<file path="src/rtl/bitcnt_issue_pkg.sv">
// -----------------------------------------------------------------------------
// bitcnt_issue_pkg
// Purpose : shared encodings for the Zbb count issue stage: opcode / funct
//           constants, the bitcnt function enum and the instruction decoder.
// Ports   : none (package).
// -----------------------------------------------------------------------------
package bitcnt_issue_pkg;

  localparam logic [6:0] OPC_OPIMM   = 7'h13;
  localparam logic [6:0] OPC_OPIMM32 = 7'h1B;
  localparam logic [6:0] FUNCT7_CNT  = 7'b0110000;
  localparam logic [2:0] FUNCT3_CNT  = 3'b001;

  // Encoding is {insn[21:20], is_w}, so the decoder can build it directly.
  typedef enum logic [2:0] {
    FN_CLZ64  = 3'b000,
    FN_CLZ32  = 3'b001,
    FN_CTZ64  = 3'b010,
    FN_CTZ32  = 3'b011,
    FN_PCNT64 = 3'b100,
    FN_PCNT32 = 3'b101
  } func_e;

  typedef struct packed {
    logic  legal;
    func_e func;
  } dec_t;

  function automatic dec_t decode_insn(input logic [31:0] insn);
    dec_t d;
    logic is_w;
    logic opc_ok;
    opc_ok  = (insn[6:0] == OPC_OPIMM) || (insn[6:0] == OPC_OPIMM32);
    is_w    = (insn[6:0] == OPC_OPIMM32);
    d.legal = (insn[31:25] == FUNCT7_CNT) &&
              (insn[24:22] == 3'b000) &&
              (insn[21:20] != 2'b11) &&
              (insn[14:12] == FUNCT3_CNT) &&
              opc_ok;
    // Illegal ops still travel down the pipe; give them a harmless func.
    if (d.legal) begin
      d.func = func_e'({insn[21:20], is_w});
    end else begin
      d.func = FN_CLZ64;
    end
    return d;
  endfunction

endpackage

</file>
<file path="src/rtl/bitcnt_issue_bitcnt.sv">
// -----------------------------------------------------------------------------
// bitcnt
// Purpose : combinational count unit: clz / ctz / cpop in 64-bit and W forms.
// Ports   : din_data  [63:0] operand
//           din_func  [2:0]  function select (bitcnt_issue_pkg::func_e)
//           dout_data [63:0] zero-extended count
// -----------------------------------------------------------------------------
module bitcnt
  import bitcnt_issue_pkg::*;
(
  input  logic [63:0] din_data,
  input  logic [2:0]  din_func,
  output logic [63:0] dout_data
);

  function automatic logic [6:0] lzc64(input logic [63:0] x);
    logic [6:0] n;
    n = 7'd64;
    // Highest set bit is visited last and wins.
    for (int i = 0; i < 64; i++) begin
      if (x[i]) begin
        n = 7'd63 - 7'(i);
      end
    end
    return n;
  endfunction

  function automatic logic [6:0] tzc64(input logic [63:0] x);
    logic [6:0] n;
    n = 7'd64;
    // Lowest set bit is visited last and wins.
    for (int i = 63; i >= 0; i--) begin
      if (x[i]) begin
        n = 7'(i);
      end
    end
    return n;
  endfunction

  function automatic logic [6:0] pop64(input logic [63:0] x);
    logic [6:0] n;
    n = 7'd0;
    for (int i = 0; i < 64; i++) begin
      n = n + {6'd0, x[i]};
    end
    return n;
  endfunction

  logic [6:0] cnt;

  // W forms reuse the 64-bit counters: a sentinel bit just past the low word
  // caps clz32/ctz32 at 32 and the upper half is never looked at.
  always_comb begin
    cnt = 7'd0;
    case (din_func)
      FN_CLZ64:  cnt = lzc64(din_data);
      FN_CLZ32:  cnt = lzc64({din_data[31:0], 1'b1, 31'd0});
      FN_CTZ64:  cnt = tzc64(din_data);
      FN_CTZ32:  cnt = tzc64({31'd0, 1'b1, din_data[31:0]});
      FN_PCNT64: cnt = pop64(din_data);
      FN_PCNT32: cnt = pop64({32'd0, din_data[31:0]});
      default:   cnt = 7'd0;
    endcase
  end

  assign dout_data = {57'd0, cnt};

endmodule

</file>
<file path="src/rtl/bitcnt_issue.sv">
// -----------------------------------------------------------------------------
// bitcnt_issue
// Purpose : issue/decode stage for the bitcnt unit. Two registered stages:
//           S1 holds the decoded op, S2 holds the count result. Full
//           throughput, backpressure safe, synchronous flush.
// Ports   : clock, reset (sync, active-high), flush (sync kill)
//           in_valid/in_ready, in_insn[31:0], in_rs1[63:0], in_tag[TAG_W-1:0]
//           out_valid/out_ready, out_data[63:0], out_rd[4:0],
//           out_tag[TAG_W-1:0], out_illegal
// -----------------------------------------------------------------------------
module bitcnt_issue #(
  parameter int TAG_W = 4
) (
  input  logic             clock,
  input  logic             reset,
  input  logic             flush,
  input  logic             in_valid,
  output logic             in_ready,
  input  logic [31:0]      in_insn,
  input  logic [63:0]      in_rs1,
  input  logic [TAG_W-1:0] in_tag,
  output logic             out_valid,
  input  logic             out_ready,
  output logic [63:0]      out_data,
  output logic [4:0]       out_rd,
  output logic [TAG_W-1:0] out_tag,
  output logic             out_illegal
);

  import bitcnt_issue_pkg::*;

  logic             s1_valid_q,   s1_valid_d;
  func_e            s1_func_q,    s1_func_d;
  logic             s1_illegal_q, s1_illegal_d;
  logic [63:0]      s1_rs1_q,     s1_rs1_d;
  logic [4:0]       s1_rd_q,      s1_rd_d;
  logic [TAG_W-1:0] s1_tag_q,     s1_tag_d;

  logic             s2_valid_q,   s2_valid_d;
  logic [63:0]      s2_data_q,    s2_data_d;
  logic [4:0]       s2_rd_q,      s2_rd_d;
  logic [TAG_W-1:0] s2_tag_q,     s2_tag_d;
  logic             s2_illegal_q, s2_illegal_d;

  logic        s1_en;
  logic        s2_en;
  dec_t        dec;
  logic [63:0] bc_data;

  // A stage may load when it is empty or its content moves on this cycle.
  assign s2_en    = !s2_valid_q || out_ready;
  assign s1_en    = !s1_valid_q || s2_en;
  assign in_ready = s1_en && !flush;
  assign dec      = decode_insn(in_insn);

  bitcnt u_bitcnt (
    .din_data  (s1_rs1_q),
    .din_func  (s1_func_q),
    .dout_data (bc_data)
  );

  // S1 next state: capture the decoded op on accept, drop everything on flush.
  always_comb begin
    s1_valid_d   = s1_valid_q;
    s1_func_d    = s1_func_q;
    s1_illegal_d = s1_illegal_q;
    s1_rs1_d     = s1_rs1_q;
    s1_rd_d      = s1_rd_q;
    s1_tag_d     = s1_tag_q;
    if (flush) begin
      s1_valid_d = 1'b0;
    end else if (s1_en) begin
      s1_valid_d = in_valid;
      if (in_valid) begin
        s1_func_d    = dec.func;
        s1_illegal_d = !dec.legal;
        s1_rs1_d     = in_rs1;
        s1_rd_d      = in_insn[11:7];
        s1_tag_d     = in_tag;
      end else begin
        s1_func_d = s1_func_q;
      end
    end else begin
      s1_valid_d = s1_valid_q;
    end
  end

  // S2 next state: register the count, forced to zero for illegal ops.
  always_comb begin
    s2_valid_d   = s2_valid_q;
    s2_data_d    = s2_data_q;
    s2_rd_d      = s2_rd_q;
    s2_tag_d     = s2_tag_q;
    s2_illegal_d = s2_illegal_q;
    if (flush) begin
      s2_valid_d = 1'b0;
    end else if (s2_en) begin
      s2_valid_d = s1_valid_q;
      if (s1_valid_q) begin
        s2_data_d    = s1_illegal_q ? 64'd0 : bc_data;
        s2_rd_d      = s1_rd_q;
        s2_tag_d     = s1_tag_q;
        s2_illegal_d = s1_illegal_q;
      end else begin
        s2_data_d = s2_data_q;
      end
    end else begin
      s2_valid_d = s2_valid_q;
    end
  end

  // Pipeline registers with synchronous reset.
  always_ff @(posedge clock) begin
    if (reset) begin
      s1_valid_q   <= 1'b0;
      s1_func_q    <= FN_CLZ64;
      s1_illegal_q <= 1'b0;
      s1_rs1_q     <= 64'd0;
      s1_rd_q      <= 5'd0;
      s1_tag_q     <= '0;
      s2_valid_q   <= 1'b0;
      s2_data_q    <= 64'd0;
      s2_rd_q      <= 5'd0;
      s2_tag_q     <= '0;
      s2_illegal_q <= 1'b0;
    end else begin
      s1_valid_q   <= s1_valid_d;
      s1_func_q    <= s1_func_d;
      s1_illegal_q <= s1_illegal_d;
      s1_rs1_q     <= s1_rs1_d;
      s1_rd_q      <= s1_rd_d;
      s1_tag_q     <= s1_tag_d;
      s2_valid_q   <= s2_valid_d;
      s2_data_q    <= s2_data_d;
      s2_rd_q      <= s2_rd_d;
      s2_tag_q     <= s2_tag_d;
      s2_illegal_q <= s2_illegal_d;
    end
  end

  assign out_valid   = s2_valid_q;
  assign out_data    = s2_data_q;
  assign out_rd      = s2_rd_q;
  assign out_tag     = s2_tag_q;
  assign out_illegal = s2_illegal_q;

endmodule

</file>
<file path="config.mk">
export PLATFORM = sky130hd
export DESIGN_NAME = bitcnt_issue
export DESIGN_NICKNAME = d
export VERILOG_FILES = /design/src/rtl/bitcnt_issue_pkg.sv /design/src/rtl/bitcnt_issue_bitcnt.sv /design/src/rtl/bitcnt_issue.sv
export SDC_FILE = /design/constraint.sdc
export NUM_CORES = 1
export LEC_CHECK = 0
export ABC_AREA = 0
export CORE_UTILIZATION = 54
export CTS_CLUSTER_SIZE = 12
export DETAILED_ROUTE_END_ITERATION = 16
export GPL_TIMING_DRIVEN = 0
export HOLD_SLACK_MARGIN = 0.15
export PLACE_DENSITY = 0.93
export SLEW_MARGIN = 30
export SYNTH_ARGS = -nofsm -noshare
export SYNTH_HDL_FRONTEND = slang
export SYNTH_SLANG_ARGS = --single-unit
export TNS_END_PERCENT = 10
</file>
<file path="constraint.sdc">
create_clock -name clock -period 23.9 [get_ports clock]
set_input_delay 3.585 -clock clock [delete_from_list [all_inputs] [get_ports clock]]
set_output_delay 3.585 -clock clock [all_outputs]
set_load 0.005 [all_outputs]
</file>
After elaboration in Yosys (flattened, before gate mapping)
Cells that the tools add are included.

Add/subtract/negate cells: 63. Equal/unequal tests: 10. Mux-type cells: 195. Bitwise logic cells: 1. Reductions and logical operators: 17.

Operators by type and width (count): 7-bit two-way mux (129); 7-bit by 1-bit adder with 7-bit output (62); 6-bit two-way mux (64); 7-bit case mux with 6 select lines (1); 7-bit by 5-bit == test with 1-bit output, second input constant (2); 7-bit by 6-bit == test with 1-bit output, second input constant (1); 3-bit by 1-bit == test with 1-bit output, second input constant (2); 3-bit by 2-bit == test with 1-bit output, second input constant (2); 3-bit == test, second input constant (2); 3-bit logical NOT (2); 3-bit AND reduction (2); 1-bit logical AND (5); 1-bit logical NOT (4); 1-bit logical OR (3); 3-bit two-way mux (1); 1-bit by 1-bit adder with 2-bit output (1); 2-bit != test, second input constant (1); 2-bit OR reduction (1); 1-bit inverter (1).

Register bits after elaboration: 153. Input port bits: 105. Output and inout port bits: 76. Logic and storage cells: 297.

Longest topological paths before layout
Depth after elaboration: 66. Mapped depth: 28. Mapped depth without buffers: 27.

By module
From an unflattened synthesis, not the netlist that was laid out.

Cell total of the unflattened synthesis: 1174. Area total of the unflattened synthesis: 9326.4 um^2.

Modules (own cells, without submodules): bitcnt_issue (instances 1, cells an instance 682, area an instance 5666.7 um^2); bitcnt (instances 1, cells an instance 492, area an instance 3659.8 um^2).

Worst setup path after synthesis
No wires, ideal clock.

Path type: reg2reg. From: register s1_rs1_q[0]. To: register s2_data_q[6], in the netlist out_data[6]. Setup time: 0.101 ns. Arrival: 8.152 ns. Data required time: 23.799 ns. Path slack: 15.647 ns. Stages on the path, launching flop included: 26. Buffers on the path: 0. Period minus slack after synthesis: 8.253 ns. Path through: dfxtp_1 fa_1 inv_1 fa_1 fa_1 fa_1 fa_1 fa_1 fa_1 inv_1 ha_1 fa_1 inv_1 fa_1 fa_1 fa_1 fa_1 fa_1 fa_1 nor2b_1 o21ai_0 nand2b_1 a31oi_1 xor2_1 o32a_1 o41ai_1.

Word-level cells in the longest chain between the ends: 66. Elaborated cells between the ends (all ways): 130.

Ends and longest elaborated chain: start, declared (line bitcnt_issue.sv:35) `logic [63:0] s1_rs1_q, s1_rs1_d;`; start signal, assigned (line bitcnt_issue.sv:130) `s1_rs1_q <= s1_rs1_d;`; parallel branches: the longest is 64 deep, another holds 7-bit by 1-bit adder with 7-bit output; 7-bit case mux with 6 select lines * (line bitcnt_issue_bitcnt.sv:55) `case (din_func)`; 7-bit two-way mux * (line bitcnt_issue.sv:100) `s2_data_d = s1_illegal_q ? 64'd0 : bc_data;`; end signal, assigned (line bitcnt_issue.sv:134) `s2_data_q <= s2_data_d;`; end, declared (line bitcnt_issue.sv:40) `logic [63:0] s2_data_q, s2_data_d;`.

Every way passes the cells marked *. A chain may end at the register's enable or synchronous reset.

Worst setup path in the final report
From: register s1_rs1_q[0]. To: register s2_data_q[4], in the netlist out_data[4].

Same word-level chain as after synthesis.

==> results.py <==
metrics = {
    "run_status": {
        "outcome": "complete, no violations",
    },
    "logic_synthesis": {
        "seq_area_frac_synth_pct": 27.2,
        "yosysMostFrequentCell": "nand2_1",
        "synth_edf_count": 0,
        "avgSynthCellArea_um2": 7.64,
        "synth.top_cell.area_share_pct": 27.2,
        "yosys_warnings": 0,
        "async_reset_ff_share_pct": 0,
        "synth_top_area_cell": "dfxtp_1",
        "synthTopCellsByCount": "190 x nand2_1, 123 x a21oi_1, 96 x dfxtp_1",
        "ys_seq_elements": 96,
        "synth.area.top_cells": "dfxtp_1 27%, fa_1 14%, nand2_1 10%",
        "syn_inst": 924,
        "synth.distinct_cells": 65,
        "synth_area_um2": 7060,
        "synth_ff_type": "dfxtp_1",
    },
    "worst_setup_path": {
        "rrSetupSlack_ns": 15.03,
        "critPathKind": "flip-flop to flip-flop",
        "worst_ep_required_time_ns": 24.12,
        "worstPathArrival_ns": 9.09,
        "crit_fanout": 8,
        "cp_slowest_stage_delay_ns": 0.58,
        "regToRegEndpoint": "out_data[4]",
        "rr_worst_depth": 25,
        "worst_setup_path_start_kind": "flip-flop",
        "end_kind": "flip-flop",
        "r2r_start": "s1_rs1_q[0]",
        "timing.critical_path.mode_cell": "fa_1",
        "worst-path-buf-inv": 3,
        "crit_path_top_delay_cell": "fa_1",
        "path_delay_family": "adder cells",
    },
    "cts": {
        "path_clk_slew_ns": 0.07,
        "cts_tree": "yes",
        "cts_buffers": 9,
        "clkLatencyLatePin_ns": 0.36,
        "clk_path_buf_depth": 2,
        "holdBufCountCts": 0,
        "cts_root_buffer": "clkbuf_16",
        "post_cts_resized": 0,
        "clock_sinks": 96,
        "postCtsSetupBuffers": 0,
        "htree_num_levels": 3,
    },
    "power_and_ir_drop": {
        "switching_power_mw": 0.284,
        "p_seq_share_pct": 24.6,
        "finalPower_mw": 0.719,
        "p_comb_share_pct": 52.6,
        "clock_power_share_pct": 22.8,
        "ir_drop_uv": 89.8,
        "sw_frac_of_total_pct": 39.4,
        "p_leak_nw": 3.77,
        "internal-power_mw": 0.436,
        "power.density_nw_per_um2": 79.9,
    },
    "drt": {
        "drcViolationCount": 0,
        "vias": 7147,
        "antenna_left": 0,
        "wirelength_mm": 20.1,
        "wl_per_cell_um": 15.6,
        "drtIter0Drc": 805,
        "vias_per_cell": 5.56,
        "drtPass1Iterations": 5,
    },
    "grt": {
        "grt_max_degree": 17,
        "grt_pass1_vias": 6766,
        "grt.overflow.total": 0,
        "antenna_found_initial": 0,
        "grtUsageTotal_pct": 31.7,
        "grt_pass1_wl_mm": 32.9,
    },
    "placement": {
        "gp_congestion": 0.943,
        "placed_area_um2": 8660,
        "io_buffer_count": 117,
        "dpl.cell_count": 1269,
        "dp_hpwl_mm": 15.6,
    },
    "min_path": {
        "worst_hold_path_type": "flip-flop to flip-flop",
        "holdPathEnd": "out_rd[3]",
        "hold-path-cell-count": 2,
        "hold_path_startpoint": "s1_rd_q[3]",
    },
    "sta": {
        "fin_crit_ns": 8.87,
        "tns_ns": 0,
        "rsz0062_at_grt": "false",
        "timing.final.crit_share_pct": 37.1,
        "max_freq_ghz": 0.113,
        "tightest_slew_ns": 0.981,
        "hold_viol_final": 0,
        "max-slew-margin-rel_pct": 34.0,
        "fin_skew_ns": 0.00920,
        "setup_viol": 0,
        "slew_viol_final": 0,
    },
    "floorplan": {
        "die_h_um": 116,
        "dieArea_um2": 13500,
        "row_count": 41,
        "start_util_pct": 55.7,
        "ioPinCount": 181,
        "die_x_um": 116,
        "core-area_um2": 12700,
    },
    "cells_and_area": {
        "diodes": 0,
        "seq_area_um2": 1920,
        "multi_input_area_um2": 4480,
        "nFillCells": 986,
        "nNetsFinal": 1285,
        "area_delta_synth_final_pct": 27.5,
        "layout.cells.non_filler": 1285,
        "finalInstanceArea_um2": 9000,
        "drive_gt1_share_pct": 7.46,
    },
    "run": {
        "drv_cap": 0,
    },
}
==> layout make-up <==
cell class,count,share of cell area (%)
Multi-Input combinational cell,709,49.8
Sequential cell,96,21.3
Timing Repair Buffer,117,13.0
Buffer,89,6.09
Inverter,86,3.59
Clock buffer,11,2.81
Tap cell,172,2.39
Clock inverter,5,0.959
==> tightest hold or removal path: stages (launching register included) <==
cell     delay [ns]
dfxtp_1        0.31
nand2_1        0.05
a21oi_1        0.05
==> layout by cell type, fill, tap and decap left out, drive strengths merged, types with 8 or more instances in the layout <==
cell           count
a21oi            123
a31oi              9
buf               63
clkbuf            37
clkdlybuf4s50    117
conb              57
dfxtp             96
fa                50
ha                22
inv               88
nand2            190
nand2b             9
nand3             14
nor2              49
nor2b              8
nor3              25
nor4              20
o21ai             26
==> worst max-delay path by stage <==
stage,slack [ns],depth (start not counted),end,startpoint
detailed placement,15.13,25,out_data[6],s1_rs1_q[0]
floorplan,15.65,25,out_data[6],s1_rs1_q[0]
finish,15.03,25,out_data[4],s1_rs1_q[0]
global route,14.63,25,out_data[6],s1_rs1_q[0]
CTS,15.07,25,out_data[6],s1_rs1_q[0]
global placement,15.26,25,out_data[6],s1_rs1_q[0]
==> power by group through the flow <==
stage	registers, mW	clock network, mW	logic (mW)
final	0.177	0.164	0.378
after global routing	0.178	0.172	0.426
after CTS	0.176	0.164	0.372
after detailed placement	0.180	0	0.362
after global placement	0.180	0	0.347
after floorplan	0.177	0	0.265
==> state kept, by name, summed over array words and instances (netlist names) <==
name / flops
out_tag: 4
out_illegal: 1
out_rd: 5
out_valid: 1
s1_illegal_q: 1
out_data: 7
s1_valid_q: 1
s1_tag_q: 4
s1_rs1_q: 64
s1_rd_q: 5
s1_func_q: 3
==> through the flow <==
step | setup WS (ns) | utilization (%) | hold WS, ns
floorplan | 15.65 | - | 0.432
global placement | 15.26 | 68.3 | 0.436
detailed placement | 15.13 | 68.4 | 0.445
CTS | 15.07 | 71.0 | 0.456
global route | 14.63 | 71.0 | 0.468
finish | 15.03 | 71.0 | 0.454
==> routing by layer <==
metal	vias up	wire [um]	track usage, %
li1	3401	-	-
met1	3248	8280	41.4
met2	437	9190	51.0
met3	61	1940	6.43
met4	0	694	14.1
met5	-	0	0
==> kinds of logic (layout without fill, tap and decap cells) <==
kind of cell | count (synthesis) | in the layout | share of synthesized area (%)
AND/OR/NAND/NOR | 348 | 348 | 22.2
AO/OA/AOI/OAI | 226 | 226 | 19.4
buffers and inverters | 175 | 308 | 12.3
flip-flops | 96 | 96 | 27.2
adder cells (fa/ha/maj) | 72 | 72 | 18.1
XOR/XNOR | 5 | 5 | 0.620
other | 1 | 57 | 0.0531
multiplexers | 1 | 1 | 0.159
Note: power is estimated with default switching activity, not from simulation.
